File: src/rtl/control_unit_pkg.sv
// cu_pkg: opcodes, state encoding and datapath select codes
// for the accumulator CPU control unit.
package cu_pkg;

  localparam int OPCODE_WIDTH = 5;

  typedef logic [OPCODE_WIDTH-1:0] opcode_t;

  localparam opcode_t OP_HLT  = 5'h00;
  localparam opcode_t OP_STO  = 5'h01;
  localparam opcode_t OP_LD   = 5'h02;
  localparam opcode_t OP_LDI  = 5'h03;
  localparam opcode_t OP_ADD  = 5'h04;
  localparam opcode_t OP_ADDI = 5'h05;
  localparam opcode_t OP_SUB  = 5'h06;
  localparam opcode_t OP_SUBI = 5'h07;
  localparam opcode_t OP_BEQ  = 5'h08;
  localparam opcode_t OP_BNE  = 5'h09;
  localparam opcode_t OP_BLT  = 5'h0A;
  localparam opcode_t OP_JMP  = 5'h0B;
  localparam opcode_t OP_NOP  = 5'h0C;

  typedef enum logic [2:0] {
    S_FETCH  = 3'd0,
    S_DECODE = 3'd1,
    S_EXEC   = 3'd2,
    S_WB     = 3'd3,
    S_HALT   = 3'd4
  } cu_state_e;

  localparam logic [1:0] SEL_A_DATA_MEMORY = 2'b00;
  localparam logic [1:0] SEL_A_EXT         = 2'b01;
  localparam logic [1:0] SEL_A_ULA         = 2'b10;

  localparam logic SEL_B_MEM = 1'b0;
  localparam logic SEL_B_EXT = 1'b1;

  localparam logic [1:0] ULA_ADD    = 2'b00;
  localparam logic [1:0] ULA_SUB    = 2'b01;
  localparam logic [1:0] ULA_PASS_B = 2'b10;

  function automatic logic is_mem_op(opcode_t op);
    return op inside {OP_STO, OP_LD, OP_ADD, OP_SUB};
  endfunction

  function automatic logic is_imm_op(opcode_t op);
    return op inside {OP_LDI, OP_ADDI, OP_SUBI};
  endfunction

  function automatic logic is_br_op(opcode_t op);
    return op inside {OP_BEQ, OP_BNE, OP_BLT, OP_JMP};
  endfunction

  function automatic logic [1:0] ula_of(opcode_t op);
    return (op == OP_SUB || op == OP_SUBI) ? ULA_SUB : ULA_ADD;
  endfunction

  function automatic logic sel_b_of(opcode_t op);
    return (op == OP_ADDI || op == OP_SUBI) ? SEL_B_EXT : SEL_B_MEM;
  endfunction

  function automatic logic [1:0] sel_a_of(opcode_t op);
    logic [1:0] sel;
    case (op)
      OP_LD:   sel = SEL_A_DATA_MEMORY;
      OP_LDI:  sel = SEL_A_EXT;
      default: sel = SEL_A_ULA;
    endcase
    return sel;
  endfunction

  function automatic logic br_taken(opcode_t op, logic z, logic n);
    logic t;
    case (op)
      OP_BEQ:  t = z;
      OP_BNE:  t = !z;
      OP_BLT:  t = n;
      OP_JMP:  t = 1'b1;
      default: t = 1'b0;
    endcase
    return t;
  endfunction

endpackage

File: src/rtl/control_unit_if.sv
// control_unit_if: bundle between the control unit and the
// IR, status flags, datapath and data memory.
interface control_unit_if #(
  parameter int OPCODE_WIDTH = cu_pkg::OPCODE_WIDTH
);

  logic [OPCODE_WIDTH-1:0] opcode;
  logic                    zero_flag;
  logic                    neg_flag;
  logic                    mem_ready;
  logic                    step;

  logic [1:0]              sel_A;
  logic                    sel_B;
  logic [1:0]              ula_op;
  logic                    a_wr;
  logic                    ir_wr;
  logic                    pc_wr;
  logic                    pc_src;
  logic                    mem_rd;
  logic                    mem_wr;
  logic                    halted;

  modport master (
    input  opcode, zero_flag, neg_flag, mem_ready, step,
    output sel_A, sel_B, ula_op, a_wr, ir_wr,
    output pc_wr, pc_src, mem_rd, mem_wr, halted
  );

  modport slave (
    output opcode, zero_flag, neg_flag, mem_ready, step,
    input  sel_A, sel_B, ula_op, a_wr, ir_wr,
    input  pc_wr, pc_src, mem_rd, mem_wr, halted
  );

endinterface

File: src/rtl/control_unit.sv
// control_unit: multi-cycle Moore FSM for the accumulator CPU.
// Define CU_DEBUG_STEP_EN to gate each fetch on the step input.
module control_unit
  import cu_pkg::*;
(
  input  logic           clock,
  input  logic           reset,
  control_unit_if.master cu
);

  cu_state_e  r_state;

  opcode_t    w_op;
  logic       w_go;
  logic [1:0] w_sel_a;
  logic       w_sel_b;
  logic [1:0] w_ula;
  logic       w_a_wr;
  logic       w_ir_wr;
  logic       w_pc_wr;
  logic       w_pc_src;
  logic       w_mem_rd;
  logic       w_mem_wr;
  logic       w_halted;

  assign w_op = cu.opcode;

`ifdef CU_DEBUG_STEP_EN
  assign w_go = cu.step;
`else
  logic w_unused_step;
  assign w_unused_step = cu.step;
  assign w_go = 1'b1;
`endif

  always_ff @(posedge clock or posedge reset) begin
    if (reset) begin
      r_state <= S_FETCH;
    end else begin
      unique case (r_state)
        S_FETCH: begin
          if (w_go) r_state <= S_DECODE;
        end
        S_DECODE: begin
          unique case (1'b1)
            (w_op == OP_HLT): r_state <= S_HALT;
            is_mem_op(w_op):  r_state <= S_EXEC;
            is_imm_op(w_op):  r_state <= S_EXEC;
            is_br_op(w_op):   r_state <= S_EXEC;
            default:          r_state <= S_FETCH;
          endcase
        end
        S_EXEC: begin
          // Memory ops stall here until the access completes
          unique case (1'b1)
            is_mem_op(w_op): begin
              if (cu.mem_ready) begin
                r_state <= (w_op == OP_STO) ? S_FETCH : S_WB;
              end
            end
            is_imm_op(w_op): r_state <= S_WB;
            default:         r_state <= S_FETCH;
          endcase
        end
        S_WB:    r_state <= S_FETCH;
        S_HALT:  r_state <= S_HALT;
        default: r_state <= S_FETCH;
      endcase
    end
  end

  always_comb begin
    w_sel_a  = SEL_A_DATA_MEMORY;
    w_sel_b  = SEL_B_MEM;
    w_ula    = ULA_ADD;
    w_a_wr   = 1'b0;
    w_ir_wr  = 1'b0;
    w_pc_wr  = 1'b0;
    w_pc_src = 1'b0;
    w_mem_rd = 1'b0;
    w_mem_wr = 1'b0;
    w_halted = 1'b0;
    unique case (r_state)
      S_FETCH: begin
        // Reset forces FETCH, so its strobes must be masked by reset
        w_ir_wr = !reset && w_go;
        w_pc_wr = !reset && w_go;
      end
      S_DECODE: begin
      end
      S_EXEC: begin
        w_sel_b = sel_b_of(w_op);
        w_ula   = ula_of(w_op);
        unique case (1'b1)
          is_mem_op(w_op): begin
            w_mem_rd = (w_op != OP_STO);
            w_mem_wr = (w_op == OP_STO);
          end
          is_br_op(w_op): begin
            w_pc_wr  = br_taken(w_op, cu.zero_flag, cu.neg_flag);
            w_pc_src = w_pc_wr;
          end
          default: begin
          end
        endcase
      end
      S_WB: begin
        w_a_wr  = 1'b1;
        w_sel_a = sel_a_of(w_op);
        w_sel_b = sel_b_of(w_op);
        w_ula   = ula_of(w_op);
      end
      S_HALT: begin
        w_halted = 1'b1;
      end
      default: begin
      end
    endcase
  end

  assign cu.sel_A  = w_sel_a;
  assign cu.sel_B  = w_sel_b;
  assign cu.ula_op = w_ula;
  assign cu.a_wr   = w_a_wr;
  assign cu.ir_wr  = w_ir_wr;
  assign cu.pc_wr  = w_pc_wr;
  assign cu.pc_src = w_pc_src;
  assign cu.mem_rd = w_mem_rd;
  assign cu.mem_wr = w_mem_wr;
  assign cu.halted = w_halted;

endmodule

File: src/flat_wrapper.sv
// flat-port wrapper written by rule: the top's interface ports become plain ports
module control_unit_flat import cu_pkg::*;
  (clock, reset, cu_opcode, cu_zero_flag, cu_neg_flag, cu_mem_ready, cu_step, cu_sel_A, cu_sel_B, cu_ula_op, cu_a_wr, cu_ir_wr, cu_pc_wr, cu_pc_src, cu_mem_rd, cu_mem_wr, cu_halted);
  control_unit_if cu_i ();
  input  logic clock;
  input  logic reset;
  input wire logic [$bits(cu_i.opcode)-1:0] cu_opcode;
  input wire logic [$bits(cu_i.zero_flag)-1:0] cu_zero_flag;
  input wire logic [$bits(cu_i.neg_flag)-1:0] cu_neg_flag;
  input wire logic [$bits(cu_i.mem_ready)-1:0] cu_mem_ready;
  input wire logic [$bits(cu_i.step)-1:0] cu_step;
  output wire logic [$bits(cu_i.sel_A)-1:0] cu_sel_A;
  output wire logic [$bits(cu_i.sel_B)-1:0] cu_sel_B;
  output wire logic [$bits(cu_i.ula_op)-1:0] cu_ula_op;
  output wire logic [$bits(cu_i.a_wr)-1:0] cu_a_wr;
  output wire logic [$bits(cu_i.ir_wr)-1:0] cu_ir_wr;
  output wire logic [$bits(cu_i.pc_wr)-1:0] cu_pc_wr;
  output wire logic [$bits(cu_i.pc_src)-1:0] cu_pc_src;
  output wire logic [$bits(cu_i.mem_rd)-1:0] cu_mem_rd;
  output wire logic [$bits(cu_i.mem_wr)-1:0] cu_mem_wr;
  output wire logic [$bits(cu_i.halted)-1:0] cu_halted;
  assign cu_i.opcode = cu_opcode;
  assign cu_i.zero_flag = cu_zero_flag;
  assign cu_i.neg_flag = cu_neg_flag;
  assign cu_i.mem_ready = cu_mem_ready;
  assign cu_i.step = cu_step;
  assign cu_sel_A = cu_i.sel_A;
  assign cu_sel_B = cu_i.sel_B;
  assign cu_ula_op = cu_i.ula_op;
  assign cu_a_wr = cu_i.a_wr;
  assign cu_ir_wr = cu_i.ir_wr;
  assign cu_pc_wr = cu_i.pc_wr;
  assign cu_pc_src = cu_i.pc_src;
  assign cu_mem_rd = cu_i.mem_rd;
  assign cu_mem_wr = cu_i.mem_wr;
  assign cu_halted = cu_i.halted;
  control_unit u_core (.clock(clock), .reset(reset), .cu(cu_i));
endmodule
File: config.mk
export PLATFORM = sky130hd
export DESIGN_NAME = control_unit_flat
export DESIGN_NICKNAME = d
export VERILOG_FILES = /design/src/rtl/control_unit_pkg.sv /design/src/rtl/control_unit_if.sv /design/src/rtl/control_unit.sv /design/src/flat_wrapper.sv
export SDC_FILE = /design/constraint.sdc
export NUM_CORES = 1
export LEC_CHECK = 0
export ABC_AREA = 0
export BUFFER_PORTS_ARGS = -buffer_cell sky130_fd_sc_hd__buf_4
export CAP_MARGIN = 20
export CORE_AREA = 2 2 39 41
export CTS_CLUSTER_DIAMETER = 80
export DETAILED_ROUTE_END_ITERATION = 10
export DIE_AREA = 0 0 41 43
export PLACE_DENSITY = 0.66
export SYNTH_ARGS = -nofsm -noshare
export SYNTH_HDL_FRONTEND = slang
export SYNTH_SLANG_ARGS = --single-unit
File: constraint.sdc
create_clock -name clock -period 2.55 [get_ports clock]
set_input_delay 0.1275 -clock clock [delete_from_list [all_inputs] [get_ports clock]]
set_output_delay 0.1275 -clock clock [all_outputs]
set_load 0.01 [all_outputs]
Yosys cells after proc, flatten, opt, wreduce, memory -nomap -nowiden
Index checks and enable logic that the tools add are counted.
{"block": "op_classes", "eq_ne": 17, "muxes": 22, "reduce_logical": 11}
{"operator": "== test 5 x 3 -> 1 bit (second input constant)", "count": 4}
{"operator": "== test 5 x 4 -> 1 bit (second input constant)", "count": 4}
{"operator": "2-to-1 mux 1 bit", "count": 12}
{"operator": "case mux 3 bit (2 select lines)", "count": 2}
{"operator": "case mux 3 bit (4 select lines)", "count": 1}
{"operator": "== test 5 x 2 -> 1 bit (second input constant)", "count": 2}
{"operator": "nonzero test 4 bit", "count": 2}
{"operator": "== test 3 x 2 -> 1 bit (second input constant)", "count": 2}
{"operator": "2-to-1 mux 2 bit", "count": 3}
{"operator": "== test 5 x 1 -> 1 bit (second input constant)", "count": 1}
{"operator": "logical NOT 5 bit", "count": 1}
{"operator": "inequality test 5 x 1 -> 1 bit (second input constant)", "count": 1}
{"operator": "case mux 1 bit (4 select lines)", "count": 1}
{"operator": "case mux 2 bit (2 select lines)", "count": 1}
{"operator": "== test 3 x 1 -> 1 bit (second input constant)", "count": 1}
{"operator": "== test 3 bit (second input constant)", "count": 1}
{"operator": "logical NOT 3 bit", "count": 1}
{"operator": "2-to-1 mux 3 bit", "count": 1}
{"operator": "inequality test 3 bit (second input constant)", "count": 1}
{"operator": "nonzero test 3 bit", "count": 1}
{"operator": "OR reduction 3 bit", "count": 1}
{"operator": "logical NOT 1 bit", "count": 2}
{"operator": "logical OR 1 bit", "count": 2}
{"operator": "case mux 1 bit (2 select lines)", "count": 1}
{"operator": "OR reduction 2 bit", "count": 1}
{"block": "word_totals", "regBits": 3, "input_bits": 11, "output_inout_bits": 12, "elab_cells": 51}

Logic depth before layout (Yosys ltp)
Gate-level depths: netlist of run 1.
{"block": "logic_depth", "word_depth": 5, "mapped_depth": 4, "mapped_depth_nobuf": 3}

Worst setup path before layout of run 1
OpenSTA, ideal clock, no wires.
{"block": "synth_timing", "path_kind": "flip-flop to output port", "start": "register u_core.r_state[2]", "end": "output cu_pc_wr", "arrival_time_ns": 1.162, "required_time_ns": 2.423, "slack_ns": 1.261, "path_stages_with_launch": 4, "path_buffers": 0, "cell_sequence": "dfrtp_1 -> nor3b_2 -> nand3_1 -> o31ai_1"}
{"block": "synth_between", "elab_chain_len": 2, "word_cells_on_any_way": 3, "classes_between": "eq/ne: 1; mux: 1; reduce/logical: 1"}
{"element": "start, declared", "line_no": "control_unit.sv:11", "rtl": "cu_state_e r_state;"}
{"element": "start signal, assigned", "line_no": "control_unit.sv:58", "rtl": "r_state <= (w_op == OP_STO) ? S_FETCH : S_WB;"}
{"element": "== test 3 x 2 -> 1 bit or logical NOT 3 bit (tied branches)", "line_no": "control_unit.sv:83", "rtl": "unique case (r_state)"}
{"element": "case mux 1 bit (2 select lines) *", "line_no": "control_unit.sv:83"}
{"element": "end, declared", "line_no": "flat_wrapper.sv:17", "rtl": "output wire logic [$bits(cu_i.pc_wr)-1:0] cu_pc_wr;"}
Every way passes the cells marked *; elsewhere a longest branch is shown, timed or not.

Worst setup path after layout of run 1
Ends and elaborated chain as after synthesis.

==> metrics.md, run 1 <==
| Metric | Value |
|---|---|
| Instance count of the mapped netlist | 44 |
| Root Driver | clkbuf_4 |
| Post-CTS Setup Inserts | 0 |
| DP HPWL | ~720 um |
| Ranking of synthesized cells by area | dfrtp_1 (21%), nor4b_4 (6.7%), nor2_1 (6.4%), and4_1 (4.9%), nor4b_1 (4.9%) |
| Number of synthesized register bits | 3 |
| Area delta synth->final | 53.7% |
| Largest registers | u_core.r_state x3 |
| Startpoint Class | flip-flop |
| CP endpoint kind | output pin |
| Mapped cell area | about 350 um^2 |
| Pins Over Slew Limit | 0 |
| DR iter-0 viols | 7 |
| # IOs | 23 |
| CTS Buf Count | 3 |
| Critical Path RT | ~2.4 ns |
| Overflow after GRT | 0 |
| CTS sink cnt | 3 |
| WL final | just under 900 um |
| Slowest CP cell | or4_1 |
| Starting density of the core | 25.6% |
| Post-route insts no fill | 82 |
| Synth Net Count | between 50 and 60 |
| Reg with most FFs | u_core.r_state |
| Register area | around 75 um^2 |
| FMAX | 599 MHz |
| Fill cells | 150 |
| Multi-input logic area | about 260 um^2 |
| Tot Pwr | 300 uW |
| Die H | around 43 um |
| Routability cong. | roughly 0.75 |
| Worst ir drop on vdd | around 260 uV |
| Synth area leader | dfrtp_1 |
| CTS max path bufs | 2 |
| Largest net degree at the start of global routing | 10 |
| Sequential area share after synthesis | a little over a fifth |
| Die area | 1760 um^2 |
| Final min period | 1.67 ns |
| Initial antenna violation count | 0 |
| DR vias/cell | 4.90 |
| First-pass GRT wire length | about 1500 um |
| Max reg flops | 3 |
| RSZ-0062 raised after global routing | no |
| Skew-Pair Late Insertion Delay | 0.23 ns |
| Via count | between 400 and 500 |
| Max FO, Critical Path | 8 |
| Cell count after placement | 77 |
| Setup TNS | 0 ns |
| Nets | about 80 |
| Mapped Avg Cell Area | between 8 and 9 um^2 |
| Critical Setup Path Class | flip-flop to output pin |
| Tightest Hold Check Type | primary input to flip-flop |
| Yosys top cell area share | approximately a fifth |
| Port bufs | 20 |
| Die X | 41 um |
| Vias in the first global route | approximately 380 |
| WL/cell | 10.9 um |
| Status | finished, final reports clean |
| Synth warn | 0 |
| Clock transition at path regs | 0.04 ns |
| H-tree levels | 1 |
| Lkg Pwr | 0.000254 uW |
| Pwr Density | between 500 and 600 nW/um^2 |
| Crit-path cells | or4_1 > o31ai_1 > buf_4 |
| Critical path's largest stage delay | ~0.59 ns |
| Core area | roughly 1400 um^2 |
| ANT nets after route | 0 |
| Detailed Routing Iterations Pass 1 | 4 |
| Share of layout cells above drive strength 1 | a little over two fifths |
| Number of diodes | 0 |
| Final setup vio count | 0 |
| Number of max-cap violations | 0 |
| Cell variety after synth | 29 |
| TritonCTS clock tree | yes |
| Period utilization | around two thirds |
| Total GRT Usage | between 10 and 15% |
| Final Hold Violating Endpoints | 0 |
| Layout Skew | 0.000606 ns |
| Crit path arrival time | about 1.5 ns |
| FP Rows | 14 |
| DRC viols | 0 |
power by group:
group | switching [uW] | internal (uW)
logic | 54.7 | 72.7
clock network | 25.3 | 58.7
registers | 27.9 | 60.8
total | 108 | 192
cell usage after synthesis:
cell       instances
nand3_1            1
nor2b_2            1
nor3_1             2
inv_1              2
xor2_1             1
a211oi_1           1
buf_4              1
a2111oi_2          1
clkbuf_1           1
dfrtp_1            3
nor4b_4            1
nand4_1            1
o31ai_1            1
conb_1             1
and2_1             1
nor3b_1            2
or4_1              1
nand2_1            4
and3_1             1
nand2b_1           1
buf_2              1
nor2b_1            1
o221ai_1           1
a21oi_1            1
and4_1             2
nor4b_1            2
a211oi_2           1
nor3b_2            1
nor2_1             6
area by class of cell:
class | count | area share (%)
Clock buffer | 4 | 4.83
Inverter | 2 | 1.38
Multi-Input combinational cell | 36 | 46.9
Sequential cell | 3 | 13.8
Tap cell | 16 | 3.68
Timing Repair Buffer | 21 | 29.4
cell usage in the layout (no fill, tap or decap), types with 2 or more instances in the layout:
cell / count
and4_1: 2
buf_4: 20
clkbuf_4: 3
dfrtp_1: 3
inv_1: 2
nand2_1: 4
nor2_1: 6
nor3_1: 2
nor3b_1: 2
nor4b_1: 2
path summary, 6_finish.rpt:
path,cells past startpoint,end,from,slack [ns]
worst max-delay path,3,cu_pc_wr,u_core.r_state[2],0.88
worst min-delay path,4,u_core.r_state[1],cu_opcode[3],0.23
worst max register to register,3,u_core.r_state[1],u_core.r_state[2],1.29
worst min register to register,1,u_core.r_state[2],u_core.r_state[1],0.57
max in group asynchronous,3,u_core.r_state[2],reset,2.10
min in group asynchronous,3,u_core.r_state[1],reset,0.33
routing by layer:
metal	part of all wire [%]	vias up	GRT usage (%)
met1	46	185	14.4
met5	0	-	0
met2	51	11	17.5
li1	-	206	-
met3	3.6	0	4.71
met4	0	0	8.00
critical path, delay by kind of cell (launching register included):
family | cells | cell delay, ns
AOI/OAI and AO/OA | 1 | 0.09
DFF | 1 | 0.48
and+or+nand+nor | 1 | 0.59
buffers and inverters | 1 | 0.16
per-stage QoR:
| stage | hold WS, ns | setup slack [ns] | instance area (um^2) | utilization [%] |
|---|---|---|---|---|
| 2_1_floorplan | -0.119 | 1.26 | 354 | - |
| 3_3_place_gp | 0.0112 | 1.11 | 508 | 36.7 |
| 3_5_place_dp | 0.0153 | 1.13 | 508 | 36.7 |
| 4_1_cts | 0.221 | 0.864 | 544 | 39.3 |
| 5_1_grt | 0.243 | 0.800 | 544 | 39.3 |
| 6_report | 0.232 | 0.881 | 544 | 39.3 |
repair_timing:
| item | in CTS | in global routing |
|---|---|---|
| hold buffers | 1 | 0 |
| hold endpoints to repair | 3 | 0 |
| gates resized for setup | 0 | 0 |
logic make-up (layout without fill, tap and decap cells):
kind of cell	after synthesis	in the layout	share of synthesized area [%]
flops	3	3	21.2
other cells	1	1	1.06
buf+inv	5	27	6.71
xor+xnor	1	1	2.47
compound gates	6	6	15.9
simple gates	28	28	52.7
Note: power is estimated with default switching activity, not from simulation.
==> inputs of run 2 (changes only) <==
- ABC_AREA: 0 -> 1
- PLACE_DENSITY: 0.66 -> 0.7
- clock period: 2.55 -> 1.4 ns (I/O delays scaled with it)
==> run 2 against run 1 <==
Sequential power up 54%. Setup slack worse by 0.76 ns. Global-route usage down 1.5 points. Worst hold slack worse by 0.091 ns. Die area unchanged. Synthesized cell count up 50%. Register-to-register slack worse by 0.91 ns. Critical path depth up 3. Largest cell class unchanged. Highest routed layer is now met4.
==> metrics.md, run 2 <==
| Metric | Value |
|---|---|
| Pins Over Slew Limit | 0 (unchanged) |
| Pre-CTS setup slack | 0.363 ns (-0.762 ns) |
| DP HPWL | 737 um (+3.1%) |
| Ranking of synthesized cells by area | dfrtp_1 (20%), inv_1 (15%), nor2_1 (12%), nand2_1 (9.8%), o211ai_1 (5.9%) |
| Root Driver | clkbuf_4 |
| Final Util | 42.6% (+3.3 points) |
| Slowest CP cell | dfrtp_1 |
| Top cells by count, synth | inv_1 (15), nor2_1 (12), nand2_1 (10) |
| WL/cell | 8.70 um (-20%) |
| Clock transition at path regs | 0.04 ns (about the same) |
| Number of synthesized register bits | 3 (unchanged) |
| CP endpoint kind | output pin |
| Period utilization | roughly nine tenths |
| Die H | 43 um (unchanged) |
| Crit path arrival time | 1.21 ns (-0.33 ns) |
| WP buf/inv | 2 (+1) |
| Total GRT Usage | 10.7% (-1.5 points) |
| Synth Net Count | 77 (+40%) |
| Synth area leader | dfrtp_1 |
| DR vias/cell | 4.35 (-11%) |
| Fill cells | 147 (-2.0%) |
| Lkg Pwr | 0.000361 uW (+42%) |
| Mapped cell area | 384 um^2 (+8.5%) |
| Die area | 1760 um^2 (unchanged) |
| Max reg flops | 3 (unchanged) |
| Main combinational cell family by area after synthesis | simple AND/OR/NAND/NOR gates |
| DRC viols | 0 (unchanged) |
| Layout Skew | 0.00255 ns (+0.00194 ns) |
| TritonCTS clock tree | yes |
| First-pass GRT wire length | 1370 um (-6.6%) |
| Commonest non-fill, non-tap cells in the layout | buf_4 (20), inv_1 (15), nor2_1 (12) |
| Most common cell in the synthesized netlist | inv_1 |
| FP Rows | 14 (unchanged) |
| Max FO, Critical Path | 5 (-3) |
| Critical Path RT | 1.33 ns (-1.09 ns) |
| CTS sink cnt | 3 (unchanged) |
| Synth warn | 0 (unchanged) |
| Sequential area share after synthesis | 19.5% (-1.7 points) |
| Commonest non-fill, non-tap cell in the layout | buf_4 |
| H-tree levels | 1 (unchanged) |
| Number of max-cap violations | 0 (unchanged) |
| Detailed Routing Iterations Pass 1 | 4 (unchanged) |
| Critical path's largest stage delay | 0.41 ns (-0.18 ns) |
| CP delay by family, top | flip-flops |
| Initial antenna violation count | 0 (unchanged) |
| Starting density of the core | 27.8% (+2.2 points) |
| CTS max path bufs | 2 (unchanged) |
| Die X | 41 um (unchanged) |
| Nets | 102 (+31%) |
| Synth Flop Type | dfrtp_1 |
| Post-Synth Adder-Cell Area | 0% (unchanged) |
| Overflow after GRT | 0 (unchanged) |
| DP Area | 547 um^2 (+7.6%) |
| ANT nets after route | 0 (unchanged) |
| Share of layout cells above drive strength 1 | 37.8% (-4.6 points) |
| Pwr Density | 978 nW/um^2 (+77%) |
| Instance count of the mapped netlist | 66 (+50%) |
| Core area | 1380 um^2 (unchanged) |
| Cell variety after synth | 20 (-31%) |
| Final setup vio count | 0 (unchanged) |
| Largest net degree at the start of global routing | 7 (-3) |
| Multiplexer share of the synthesized area | 0% (unchanged) |
| DR iter-0 viols | 14 (+7) |
| Mapped Avg Cell Area | 5.82 um^2 (-28%) |
| FMAX | about 780 MHz |
| Asr flop ratio synth | 100% (unchanged) |
| Port bufs | 20 (unchanged) |
| RSZ-0062 raised after global routing | yes |
| Post-CTS Setup Inserts | 0 (unchanged) |
| Crit-path cells | nor2_1 > inv_1 > nor2_1 > nand2_1 > nand2_1 > buf_4 |
| Final Hold Violating Endpoints | 0 (unchanged) |
| Area delta synth->final | 53.4% |
| Final setup margin | 0.120 ns (-0.761 ns) |
| Startpoint Class | flip-flop |
| Yosys top cell area share | 19.5% (-1.7 points) |
| Register area | 75.1 um^2 (unchanged) |
| Post-synthesis xor/xnor area fraction | 0% (-2.5 points) |
| Routability cong. | 0.832 (+10%) |
| Post-synthesis simple-gate area fraction | 48.5% (-4.1 points) |
| Complex-gate fraction of the synthesized area | 11.4% (-4.5 points) |
| Number of diodes | 0 (unchanged) |
| Status | finished, final reports clean |
| CTS Buf Count | 3 (unchanged) |
| Vias in the first global route | 359 (-5.8%) |
| Largest registers | u_core.r_state x3 |
| Skew-Pair Late Insertion Delay | 0.23 ns (about the same) |
| Tightest Hold Check Type | primary input to flip-flop |
| Via count | 461 (+15%) |
| EDFF count, synth | 0 (unchanged) |
| Final Cell Area | 589 um^2 (+8.3%) |
| Critical Setup Path Class | flip-flop to output pin |
| Final min period | 1.28 ns |
| Reg with most FFs | u_core.r_state |
| Multi-input logic area | 240 um^2 (-5.9%) |
| # IOs | 23 (unchanged) |
| Worst ir drop on vdd | 487 uV (+91%) |
| WL final | 922 um (+3.5%) |
run 2: through the flow:
step           setup TNS, ns  instances  total power [uW]  hold WS [ns]
2_1_floorplan              0         66               316        -0.168
3_3_place_gp               0        101               416       -0.0401
3_5_place_dp               0        101               418       -0.0373
4_1_cts                    0        106               576         0.144
5_1_grt             -0.00967        106               619         0.164
6_report                   0        106               576         0.141
run 2: cell type report:
cell class              count  share of cell area, %
well taps                  16                   3.40
clock buffers               4                   4.46
flip-flops and latches      3                   12.7
multi-input cells          44                   40.8
repair buffers             21                   27.2
inverters                  18                   11.5
run 2: cell families (layout without fill, tap and decap cells):
kind of cell,after synthesis,after routing
and+or+nand+nor,37,37
AOI/OAI and AO/OA,6,6
other,1,1
DFF,3,3
buffers and inverters,19,43
run 2: power breakdown:
part           switching, uW  total, uW  internal, uW
Combinational            157        283           127
Sequential              25.6        137           112
Clock                   49.0        156           107
run 2: worst reg2reg max path, cell delays in order (launching register included):
cell,delay [ns]
dfrtp_1,0.39
nor2_1,0.10
nand2_1,0.10
inv_1,0.10
nand3_2,0.09
nor2b_4,0.13
run 2: worst paths after layout:
kind / start / slack [ns] / cells past startpoint / endpoint
worst min-delay path: cu_mem_ready / 0.14 / 4 / u_core.r_state[1]
max in group asynchronous: reset / 0.99 / 3 / u_core.r_state[2]
worst max-delay path: u_core.r_state[1] / 0.12 / 6 / cu_pc_wr
min in group asynchronous: reset / 0.26 / 3 / u_core.r_state[0]
worst min register to register: u_core.r_state[0] / 0.66 / 4 / u_core.r_state[1]
worst max register to register: u_core.r_state[2] / 0.38 / 5 / u_core.r_state[0]
run 2: repair_timing:
| action | CTS | global route |
|---|---|---|
| endpoints found under the hold margin | 3 | 0 |
| hold buffers | 1 | 0 |
| gates resized for setup | 0 | 1 |
| setup endpoints to repair | 0 | 2 |
run 2: metal layers:
layer  share of wire (%)  global-route usage (%)
met5                   0                       0
met4                 1.3                    4.00
met3                 4.9                       0
met2                  47                    14.4
met1                  46                    17.5
